### config.mk
export PLATFORM = sky130hd
export DESIGN_NAME = seven_segment_scanner
export DESIGN_NICKNAME = d
export VERILOG_FILES = /design/src/rtl/seven_segment_scanner.sv
export SDC_FILE = /design/constraint.sdc
export NUM_CORES = 1
export LEC_CHECK = 0
export ABC_CLOCK_PERIOD_IN_PS = 2120
export CAP_MARGIN = 25
export CORE_AREA = 4 4 87 89
export DETAILED_ROUTE_END_ITERATION = 8
export DIE_AREA = 0 0 91 93
export PLACE_DENSITY = 0.73
export SLEW_MARGIN = 30
export SYNTH_ARGS = -nofsm -noshare
export SYNTH_HDL_FRONTEND = slang
export SYNTH_SLANG_ARGS = --single-unit
### constraint.sdc
create_clock -name Clk -period 2.12 [get_ports Clk]
set_input_delay 0.212 -clock Clk [delete_from_list [all_inputs] [get_ports Clk]]
set_output_delay 0.212 -clock Clk [all_outputs]
set_load 0.01 [all_outputs]
### src/rtl/seven_segment_scanner.sv
// seven_segment_scanner
// Time-multiplexed scan controller for NUM_DIGITS common-anode digits that
// share one external hex-to-seven-segment decoder. The displayed value is held
// in a shadow register that only changes at frame boundaries, so every frame
// shows one coherent value. Each digit slot opens with a blanking window to
// suppress ghosting.
// Optional build macro: SEVEN_SEGMENT_LEADING_ZERO_BLANK_EN (suppresses
// leading zero digits above digit 0).
module seven_segment_scanner #(
    parameter int unsigned NUM_DIGITS   = 4,
    parameter int unsigned REFRESH_DIV  = 50000,
    parameter int unsigned BLANK_CYCLES = 16
) (
    input  logic                      Clk,
    input  logic                      RstN,
    input  logic [4*NUM_DIGITS-1:0]   ValueIn,
    input  logic                      LoadIn,
    output logic                      BusyOut,
    output logic                      UpdatedOut,
    output logic [3:0]                DigitCodeOut,
    input  logic [6:0]                SegIn,
    output logic [6:0]                SegOut,
    output logic [NUM_DIGITS-1:0]     AnodeOut
);

    localparam int unsigned CNT_W = (REFRESH_DIV > 1) ? $clog2(REFRESH_DIV) : 1;
    localparam int unsigned IDX_W = (NUM_DIGITS > 1) ? $clog2(NUM_DIGITS) : 1;
    localparam logic [CNT_W-1:0] CNT_LAST = CNT_W'(REFRESH_DIV - 1);
    localparam logic [IDX_W-1:0] IDX_LAST = IDX_W'(NUM_DIGITS - 1);
    localparam logic [6:0]       SEG_OFF  = '1;

    typedef enum logic {
        ST_BLANK,
        ST_SHOW
    } state_t;

    // With blanking disabled every slot starts directly in SHOW.
    localparam state_t RESET_STATE = (BLANK_CYCLES == 0) ? ST_SHOW : ST_BLANK;

    // Scan timing state
    logic [CNT_W-1:0]        r_cnt;
    logic [IDX_W-1:0]        r_idx;
    state_t                  r_state;
    logic [CNT_W-1:0]        w_cnt_nxt;
    logic [IDX_W-1:0]        w_idx_nxt;
    state_t                  w_state_nxt;
    logic                    w_slot_end;
    logic                    w_boundary;

    // Display value storage
    logic [4*NUM_DIGITS-1:0] r_shadow;
    logic [4*NUM_DIGITS-1:0] r_hold;
    logic                    r_pending;
    logic                    r_updated;

    // Registered drive and its next values
    logic [6:0]              r_seg;
    logic [NUM_DIGITS-1:0]   r_anode;
    logic [6:0]              w_seg_nxt;
    logic [NUM_DIGITS-1:0]   w_anode_nxt;
    logic [NUM_DIGITS-1:0]   w_anode_sel;
    logic [3:0]              w_code;
    logic                    w_digit_off;

    assign w_slot_end = (r_cnt == CNT_LAST);
    assign w_boundary = w_slot_end && (r_idx == IDX_LAST);

    // Select the shadow nibble and the anode pattern for the current digit.
    always_comb begin
        w_code      = '0;
        w_anode_sel = '1;
        for (int unsigned i = 0; i < NUM_DIGITS; i++) begin
            if (r_idx == IDX_W'(i)) begin
                w_code         = r_shadow[4*i +: 4];
                w_anode_sel[i] = 1'b0;
            end
        end
    end

`ifdef SEVEN_SEGMENT_LEADING_ZERO_BLANK_EN
    // Flag the current digit when it and every more-significant nibble are zero.
    always_comb begin : lz_blank
        logic v_zero_run;
        v_zero_run  = 1'b1;
        w_digit_off = 1'b0;
        for (int unsigned i = NUM_DIGITS; i > 0; i--) begin
            v_zero_run = v_zero_run && (r_shadow[4*(i-1) +: 4] == 4'h0);
            if ((i > 1) && (r_idx == IDX_W'(i - 1)) && v_zero_run) begin
                w_digit_off = 1'b1;
            end
        end
    end
`else
    assign w_digit_off = 1'b0;
`endif

    // State register: slot counter, digit index and BLANK/SHOW phase.
    always_ff @(posedge Clk or negedge RstN) begin
        if (!RstN) begin
            r_cnt   <= '0;
            r_idx   <= '0;
            r_state <= RESET_STATE;
        end else begin
            r_cnt   <= w_cnt_nxt;
            r_idx   <= w_idx_nxt;
            r_state <= w_state_nxt;
        end
    end

    // Next-state and next-output logic; the phase follows the next counter
    // value so that the registered state always matches the counter.
    always_comb begin
        w_cnt_nxt   = r_cnt + 1'b1;
        w_idx_nxt   = r_idx;
        w_seg_nxt   = SEG_OFF;
        w_anode_nxt = '1;
        if (w_slot_end) begin
            w_cnt_nxt = '0;
            w_idx_nxt = (r_idx == IDX_LAST) ? '0 : r_idx + 1'b1;
        end
        w_state_nxt = (32'(w_cnt_nxt) < BLANK_CYCLES) ? ST_BLANK : ST_SHOW;
        if ((r_state == ST_SHOW) && !w_digit_off) begin
            w_seg_nxt   = SegIn;
            w_anode_nxt = w_anode_sel;
        end
    end

    // Load handling: buffer loads until the frame boundary; a load on the
    // boundary itself goes straight to the shadow and drops any older hold.
    always_ff @(posedge Clk or negedge RstN) begin
        if (!RstN) begin
            r_shadow  <= '0;
            r_hold    <= '0;
            r_pending <= 1'b0;
            r_updated <= 1'b0;
        end else begin
            r_updated <= 1'b0;
            if (w_boundary) begin
                if (LoadIn) begin
                    r_shadow  <= ValueIn;
                    r_pending <= 1'b0;
                    r_updated <= 1'b1;
                end else if (r_pending) begin
                    r_shadow  <= r_hold;
                    r_pending <= 1'b0;
                    r_updated <= 1'b1;
                end
            end else if (LoadIn) begin
                r_hold    <= ValueIn;
                r_pending <= 1'b1;
            end
        end
    end

    // Segment and anode drive, registered together so they never misalign.
    always_ff @(posedge Clk or negedge RstN) begin
        if (!RstN) begin
            r_seg   <= SEG_OFF;
            r_anode <= '1;
        end else begin
            r_seg   <= w_seg_nxt;
            r_anode <= w_anode_nxt;
        end
    end

    assign DigitCodeOut = w_code;
    assign SegOut       = r_seg;
    assign AnodeOut     = r_anode;
    assign BusyOut      = r_pending;
    assign UpdatedOut   = r_updated;

endmodule
==> flow_summary.json <==
{
  "setup_tns_ns": 0,
  "arrival_ns": 1.75,
  "synthCells": 267,
  "wire_per_inst_um": 14.7,
  "wl_met3_um": 284,
  "cts.sinks": 64,
  "cp_data_required_time_ns": 1.91,
  "cp-startpoint": "r_idx[0]$_DFFE_PN0N_",
  "grt_usage_pct": 15.1,
  "rows": 30,
  "hp-class": "primary input to flop",
  "start_util_pct": 44.1,
  "grt_antenna_before_repair": 0,
  "ff2ff_path_depth": 6,
  "crit_slowest_cell": "dfrtp_1",
  "place_congestion": 0.829,
  "ant_nets": 0,
  "avgSynthCellArea_um2": 11.2,
  "drc": 0,
  "syn2layout_area_growth_pct": 26.4,
  "io_pins": 43,
  "cpPeakStageDelay_ns": 0.39,
  "clk_path_buf_depth": 2,
  "startpoint_type": "flop",
  "p_leak_nw": 1.69,
  "grt_pass1_vias": 2134,
  "clock.fmax_mhz": 511,
  "fp.dieW_um": 91,
  "vias_per_cell": 5.28,
  "core_area_um2": 6760,
  "dp_hpwl_um": 4130,
  "final_area_um2": 3770,
  "fin_worst_skew_ns": 0.0107,
  "finalHoldViolCount": 0,
  "yosys_register_bits": 64,
  "die_h_um": 93,
  "clkTransAtPathRegs_ns": 0.06,
  "m1WireLength_um": 2880,
  "r2r-start": "r_cnt[12]$_DFF_PN0_",
  "synth_area_leaders": "dfrtp_1 (45%), dfstp_2 (9.7%), mux2_2 (6.0%)",
  "netlist_area_um2": 2980,
  "fin_crit_ns": 1.96,
  "slew_headroom_pct": 58.0,
  "ir_worst_vdd_uv": 435,
  "path_class": "flop to output port",
  "htreeDepth": 3,
  "drive_gt1_share_pct": 23.2,
  "grt_max_degree": 38,
  "drtIter0Drc": 117,
  "grt_pass1_wl_um": 10100,
  "numPortBuffers": 42,
  "vias": 2149,
  "root_buffer": "clkbuf_8",
  "dr.max_layer_used": "met4",
  "cap_viol_max_count": 0,
  "power-per-cell-area_nw_per_um2": 677,
  "cts-buffers-inserted": 9,
  "placedInstanceArea_um2": 3540,
  "ys_seq_area_share_pct": 54.2,
  "r2r_slack_ns": 0.17,
  "crit_chain": "inv_2 > ha_2 > nor2b_4 > buf_4 > a22oi_2 > nor2_1 > a21oi_1 > o21ai_0 > buf_2",
  "critPathCaptureType": "output port",
  "synth.distinct_cells": 39,
  "period_share_pct": 92.4,
  "drt_wl_total_um": 5990,
  "endpoint": "DigitCodeOut[2]",
  "wl_met2_um": 2730,
  "outcome": "completed",
  "yosys.area.top_type_share_pct": 44.5,
  "cts_tree": "yes",
  "whs_ns": 0.419,
  "die_area_um2": 8460,
  "setup_viol": 0,
  "yosysWarnings": 0,
  "totalPowerFinal_mw": 2.55,
  "drtPass1Iterations": 4,
  "nNetsFinal": 353,
  "synth_area_leader_cell": "dfrtp_1",
  "maxSlewViolCount": 0,
  "synthesis.nets": 298,
  "clk_latency_ns": 0.33,
  "n_antenna_cell": 0,
  "post_cts_buffers": 0,
  "tightestPinTransition_ns": 0.630,
  "cp_max_fo": 3,
  "overflow": 0,
  "reg2reg_to": "r_hold[1]$_DFFE_PN0P_"
}
[metal layers]
metal  track usage (%)  vias up
met1              21.1     1039
met3              3.62        9
li1                  -     1041
met4              6.66        0
met2              22.5       60
met5                 0        -
[cells in the final DEF (no fill, tap or decap), drive strengths merged, types with 4 or more instances in the layout]
cell            n
nand4           5
nand3           7
a22oi           5
nand2b          7
dfrtp          53
mux2           16
mux2i          16
inv             4
and4            4
ha              5
clkbuf         13
o21ai          16
buf            19
and3            4
a21oi          14
clkdlybuf4s50  37
nand2          24
xnor2           7
xor2            9
dfstp          11
nor2           27
[per-stage QoR]
step / util [%] / instances / setup WS [ns]
4_1_cts: 55.6 / 407 / 0.00166
5_1_grt: 55.8 / 407 / -0.00591
3_3_place_gp: 52.5 / 390 / 0.0759
6_report: 55.8 / 407 / 0.161
2_1_floorplan: - / 267 / 0.263
3_5_place_dp: 52.5 / 390 / 0.00238
[what timing repair did]
item                                   CTS  global route
setup endpoints to repair                4             4
resized for setup                       13            14
hold buffers                             1             0
pin swaps                                0             1
endpoints found under the hold margin   16             0
[layout make-up]
cell class / count / area (um2)
fill: 575 / 2990
sequential: 64 / 1620
multi-input combinational: 185 / 1290
timing repair buffer: 58 / 543
clock buffer: 12 / 135
tap: 80 / 100
clock inverter: 4 / 70.1
inverter: 4 / 15.0
[critical path, delay by kind of cell, from the launching register on]
kind                       cells  cell delay (ns)
and+or+nand+nor                2             0.18
buffers and inverters          3             0.36
AOI/OAI and AO/OA              3             0.32
adders and majority gates      1             0.18
DFF                            1             0.39
[state kept, by name, indices dropped and copies added (netlist names)]
register,cells
r_cnt,16
r_hold,16
r_shadow,16
SegOut,7
AnodeOut,4
r_idx,2
BusyOut,1
UpdatedOut,1
r_state,1
[cells in the mapped netlist]
cell,instances
mux2i_1,16
ha_1,5
dfstp_2,11
and4_4,2
and4bb_1,2
a41oi_1,1
a22oi_1,5
clkbuf_1,5
nor3_1,2
xnor2_1,7
mux2_2,16
a211oi_1,2
or2_2,2
nor4_1,2
and3_1,4
nand2b_1,7
nor2_1,27
buf_6,3
a21oi_1,12
nand2_1,23
buf_2,2
o21ai_0,16
and4_1,2
nand2_2,1
a31oi_1,1
or3_1,1
inv_1,4
dfrtp_1,53
xor2_1,9
a41o_1,1
nand3_1,7
a21oi_2,2
nand3b_1,1
buf_4,3
a211o_1,1
nor3b_4,1
buf_1,1
nor2b_1,2
nand4_1,5
[how the worst min path moves through the flow]
stage	end	slack, ns	depth (start not counted)	start
after CTS	SegOut[5]$_DFF_PN1_	0.41	2	SegIn[5]
after detailed placement	r_cnt[1]$_DFF_PN0_	0.28	1	RstN
after global routing	SegOut[3]$_DFF_PN1_	0.41	2	SegIn[3]
final	SegOut[1]$_DFF_PN1_	0.42	2	SegIn[1]
after global placement	r_cnt[1]$_DFF_PN0_	0.27	1	RstN
after floorplan	BusyOut$_DFFE_PN0P_	-0.08	0	RstN
[report_power, final]
group | switching [mW] | internal (mW) | total [mW]
combinational | 0.0732 | 0.107 | 0.180
clock | 0.433 | 0.660 | 1.09
sequential | 0.0154 | 1.26 | 1.28
total | 0.521 | 2.03 | 2.55
[cell families (layout without fill, tap and decap cells)]
group                    Yosys count  count (layout)  share of synthesized area, %
XOR/XNOR                          16              16                          4.70
flip-flops                        64              64                          54.2
multiplexers                      32              32                          11.4
AO/OA/AOI/OAI                     41              41                          8.19
AND/OR/NAND/NOR                   91              91                          15.9
buffers and inverters             18              78                          3.48
adder cells (fa/ha/maj)            5               5                          2.10
No activity file was read; power rests on OpenSTA's default activity.
